### src/rtl/apb_req_arbiter.sv
// Two-requester APB master: round-robin arbitration in IDLE, then one
// SETUP/ACCESS transfer for the winner, with a bounded ACCESS-phase wait.
module apb_req_arbiter #(
  parameter int N       = 32,
  parameter int TIMEOUT = 16
) (
  input  logic         pclk,
  input  logic         preset,
  input  logic [1:0]   req_i,
  input  logic [1:0]   wr_i,
  input  logic [N-1:0] addr0_i,
  input  logic [N-1:0] addr1_i,
  input  logic [N-1:0] wdata0_i,
  input  logic [N-1:0] wdata1_i,
  output logic [1:0]   done_o,
  output logic [N-1:0] rdata_o,
  output logic         err_o,
  output logic         psel_o,
  output logic         penable_o,
  output logic         pwrite_o,
  output logic [N-1:0] paddr_o,
  output logic [N-1:0] pwdata_o,
  input  logic [N-1:0] prdata_i,
  input  logic         pready_i,
  input  logic         pslverr_i
);

  typedef enum logic [1:0] {
    IDLE   = 2'd0,
    SETUP  = 2'd1,
    ACCESS = 2'd2
  } state_t;

  localparam logic [7:0] WAIT_LAST = 8'(TIMEOUT - 1);

  state_t     state;
  logic       grant;
  logic       last_grant;
  logic [7:0] wait_cnt;

  logic       winner;
  logic       timeout;
  logic       complete;

  // On a tie the requester that did not win last time goes next.
  // NOTE: every signal assigned in always_comb gets a default first, so no
  // path can leave it unassigned and infer a latch.
  always_comb begin
    winner = ~last_grant;
    unique case (req_i)
      2'b01:   winner = 1'b0;
      2'b10:   winner = 1'b1;
      default: winner = ~last_grant;
    endcase
  end

  // A cycle with pready_i high is always a normal completion, even on the
  // last allowed wait cycle.
  assign timeout  = (wait_cnt == WAIT_LAST) && !pready_i;
  assign complete = (state == ACCESS) && (pready_i || timeout);

  always_comb begin
    done_o = 2'b00;
    if (complete) done_o[grant] = 1'b1;
  end

  // NOTE: state registers use non-blocking assignments only, so every
  // right-hand side sees pre-edge values regardless of statement order.
  always_ff @(posedge pclk or posedge preset) begin
    if (preset) begin
      state      <= IDLE;
      grant      <= 1'b0;
      last_grant <= 1'b1;
      wait_cnt   <= '0;
      psel_o     <= 1'b0;
      penable_o  <= 1'b0;
      pwrite_o   <= 1'b0;
      paddr_o    <= '0;
      pwdata_o   <= '0;
      rdata_o    <= '0;
      err_o      <= 1'b0;
    end else begin
      unique case (state)
        IDLE: begin
          if (|req_i) begin
            state      <= SETUP;
            grant      <= winner;
            last_grant <= winner;
            psel_o     <= 1'b1;
            // The bus registers double as the transfer's latched request.
            if (winner) begin
              pwrite_o <= wr_i[1];
              paddr_o  <= addr1_i;
              pwdata_o <= wr_i[1] ? wdata1_i : '0;
            end else begin
              pwrite_o <= wr_i[0];
              paddr_o  <= addr0_i;
              pwdata_o <= wr_i[0] ? wdata0_i : '0;
            end
          end
        end

        SETUP: begin
          state     <= ACCESS;
          penable_o <= 1'b1;
          wait_cnt  <= '0;
        end

        ACCESS: begin
          if (complete) begin
            state     <= IDLE;
            psel_o    <= 1'b0;
            penable_o <= 1'b0;
            pwrite_o  <= 1'b0;
            paddr_o   <= '0;
            pwdata_o  <= '0;
            err_o     <= pready_i ? pslverr_i : 1'b1;
            if (pready_i && !pwrite_o) rdata_o <= prdata_i;
          end else begin
            wait_cnt <= wait_cnt + 8'd1;
          end
        end

        default: state <= IDLE;
      endcase
    end
  end

endmodule

### config.mk
export PLATFORM = sky130hd
export DESIGN_NAME = apb_req_arbiter
export DESIGN_NICKNAME = d
export VERILOG_FILES = /design/src/rtl/apb_req_arbiter.sv
export SDC_FILE = /design/constraint.sdc
export NUM_CORES = 1
export LEC_CHECK = 0
export BUFFER_PORTS_ARGS = -buffer_cell sky130_fd_sc_hd__buf_4
export CAP_MARGIN = 25
export CORE_AREA = 10 10 135 137
export DETAILED_ROUTE_END_ITERATION = 12
export DIE_AREA = 0 0 145 147
export HOLD_SLACK_MARGIN = 0.08
export PLACE_DENSITY = 0.88
export SLEW_MARGIN = 10
export SYNTH_ARGS = -nofsm -noshare
export SYNTH_HDL_FRONTEND = slang
export SYNTH_SLANG_ARGS = --single-unit
### constraint.sdc
create_clock -name pclk -period 3.6 [get_ports pclk]
set_input_delay 0.72 -clock pclk [delete_from_list [all_inputs] [get_ports pclk]]
set_output_delay 0.72 -clock pclk [all_outputs]
set_load 0.01 [all_outputs]
==> run_results.csv <==
group,metric,value,unit
placed_design,place_area,8930,µm²
floorplan,rows,46,
sta,setup-tns-final,0,ns
detailed_routing,drc,0,
setup_path,path_depth,6,
synthesis,yosysTopAreaCellShare,0.405,
synthesis,synth_compound_area_frac,0.191,
synthesis,syn_inst,696,
floorplan,die_height,147,µm
synthesis,ys.flop_type,"dfrtp_1",
grt,grt_usage,0.198,
grt,grt_pass1_wl,34900,µm
synthesis,synth_most_common_cell,"nand2_1",
setup_path,cp.required,2.88,ns
placed_design,gp_congestion,0.809,
floorplan,die_w,145,µm
status,outcome,"finished, final reports clean",
synthesis,syn_nets,867,
placed_design,dp_hpwl,15600,µm
setup_path,crit_path_end,"done_o[1]",
sta,relSlewSlack,0.337,
sta,tightest_slew,0.994,ns
sta,period_needed,2.67,ns
synthesis,synth-xor-area-share,0,
cts,clk-insertion-delay-late,0.36,ns
sta,max_freq,375,MHz
setup_path,startpoint,"wait_cnt[0]",
detailed_routing,viasPerCell,5.40,
floorplan,start_util,0.440,
finish,antenna_cells,0,
setup_path,critPathTopFamily,"simple AND/OR/NAND/NOR gates",
synthesis,synth_fa_ha_area_frac,0.00547,
sta,drv_slew,0,
pwr,ir_drop,0.352,mV
synthesis,yosysWarningCount,0,
finish,fin_area,9220,µm²
sta,rsz0062_at_grt,"no",
synthesis,muxShareOfSynthArea,0.174,
placed_design,place.port_buffers,269,
synthesis,async_flop_share,1.00,
synthesis,synth_cell_types,45,
cts,cts_root_buf,"clkbuf_16",
setup_path,cpMaxStageDelayCell,"dfrtp_1",
detailed_routing,vias,6191,
pwr,p_per_area,748,nW/µm²
setup_path,r2r_start,"state[0]",
sta,hold_viol,0,
pwr,p_leak,4.41,nW
setup_path,worstPathCellList,"ha_1, and4b_1, and2_1, o21ai_2, nor2_1, buf_4",
finish,fin_nets,1097,
synthesis,synth_commonest_cells,"nand2_1, dfrtp_1, nor2_1, mux2i_1",
cts,ctsResizeCount,0,
detailed_routing,drtIter0Drc,334,
grt,grt_start_max_net_pins,69,
synthesis,synth-simple-area-share,0.165,
setup_path,cp_slowest_stage_delay,0.41,ns
setup_path,crit_type,"reg2out",
floorplan,core,15600,µm²
pwr,power,6.90,mW
setup_path,worstPathBufferInverterCount,1,
detailed_routing,routedWlPerCell,18.9,µm
floorplan,die_area,21300,µm²
setup_path,r2r_cells,4,
cts,cts_buffers,9,
setup_path,crit_fanout,5,
run,maxCapViolations,0,
setup_path,cp.arrival,1.95,ns
grt,antenna_found_initial,0,
cts,clk_pin_slew_worst_paths,0.08,ns
cts,cts_hold_buf,0,
setup_path,worstSetupEndpointType,"output port",
synthesis,seq_area_frac_synth,0.409,
sta,finalCritPeriodShare,0.740,
synthesis,synth_top_family_by_area,"compound AO/OA/AOI/OAI gates",
sta,finalSetupViolCount,0,
cts,cts_buffer_depth,2,
synthesis,synth_edf_count,0,
sta,skew,0.00975,ns
synthesis,synth_area_per_cell,9.86,µm²
cts,tritoncts,"done",
cts,htree_num_levels,3,
detailed_routing,ant_nets,0,
grt,grt_pass1_vias,6553,
synthesis,synth_top_area_cell,"dfrtp_1",
synthesis,synthesis.area,6860,µm²
grt,overflow,0,
cts,cts_setup_buffers,0,
finish,area_growth,34.3,%
detailed_routing,dr.pass1.iters,5,
cts,cts.sink_count,112,
setup_path,rrSetupSlack,1.40,ns
synthesis,ys_top_cells_by_area,"dfrtp_1, nand2_1, a221oi_2",
floorplan,ios,270,
setup_path,crit_path_start_kind,"flip-flop",
worst_hold_path,worst_hold_path_type,"in2async",
finish,drive_above_1_share,0.470,
synthesis,ys_ff_latch,112,
setup_path,r2r_end,"rdata_o[9]",
detailed_routing,wl,21700,µm
-- final cells by class --
type / instances / area, µm²
sequential: 112 / 2810
clock buffer: 9 / 225
timing repair buffer: 281 / 2120
tap: 216 / 270
multi-input combinational: 514 / 3700
fill: 1359 / 6380
clock inverter: 7 / 61.3
inverter: 8 / 33.8
-- routing by layer --
| metal | GRT usage | wire length (µm) |
|---|---|---|
| met1 | 0.227 | 8630 |
| met2 | 0.343 | 11100 |
| met3 | 0.0574 | 1270 |
| met4 | 0.0735 | 676 |
| met5 | 0 | 0 |
-- how the worst min path moves through the flow --
| stage | slack (ns) | startpoint | end |
|---|---|---|---|
| after floorplan | 0.47 | wait_cnt[7] | wait_cnt[7] |
| after global placement | 0.46 | psel_o | psel_o |
| after detailed placement | 0.49 | psel_o | psel_o |
| after CTS | 0.42 | preset | pwdata_o[20] |
| after global routing | 0.42 | preset | pwdata_o[20] |
| final | 0.41 | preset | pwdata_o[20] |
-- registers in the layout, summed over array words and instances (netlist names) --
name and cells:
err_o 1, grant 1, last_grant 1, paddr_o 32, penable_o 1, psel_o 1, pwdata_o 32, pwrite_o 1
rdata_o 32, state 2, wait_cnt 8
-- through the flow --
step | cells | hold slack [ns] | worst slack (ns) | util
floorplan | 696 | 0.470 | 1.52 | -
global placement | 1131 | 0.464 | 1.08 | 0.573
detailed placement | 1131 | 0.492 | 1.05 | 0.573
CTS | 1147 | 0.417 | 0.901 | 0.591
global route | 1147 | 0.422 | 0.821 | 0.591
finish | 1147 | 0.407 | 0.935 | 0.591
-- cell usage in the layout, fill, tap and decap left out, drive strengths merged, types with 2 or more instances in the layout --
master / netlist / layout
dfrtp: 111 / 111
nor3: 4 / 4
a21oi: 4 / 4
nand3b: 2 / 2
inv: 8 / 11
mux2i: 36 / 36
mux2: 64 / 64
nand2b: 3 / 3
clkbuf: 24 / 9
nor2b: 3 / 3
buf: 38 / 281
clkinvlp: 0 / 3
nor2: 72 / 72
o21ai: 69 / 69
nand3: 35 / 35
a21o: 3 / 3
o211ai: 35 / 35
nand2: 137 / 137
ha: 3 / 3
a221oi: 31 / 31
-- power by group --
part	internal [mW]	switching [mW]	leakage [nW]
logic	1.79	1.70	2.88
clock network	0.484	0.502	0.135
registers	1.85	0.572	1.40
-- cells by family after synthesis --
| family | Yosys count |
|---|---|
| flops | 112 |
| mux | 100 |
| buf+inv | 70 |
| fa+ha+maj | 3 |
| simple gates | 264 |
| compound gates | 147 |
Power figures use the tool's default switching activity.
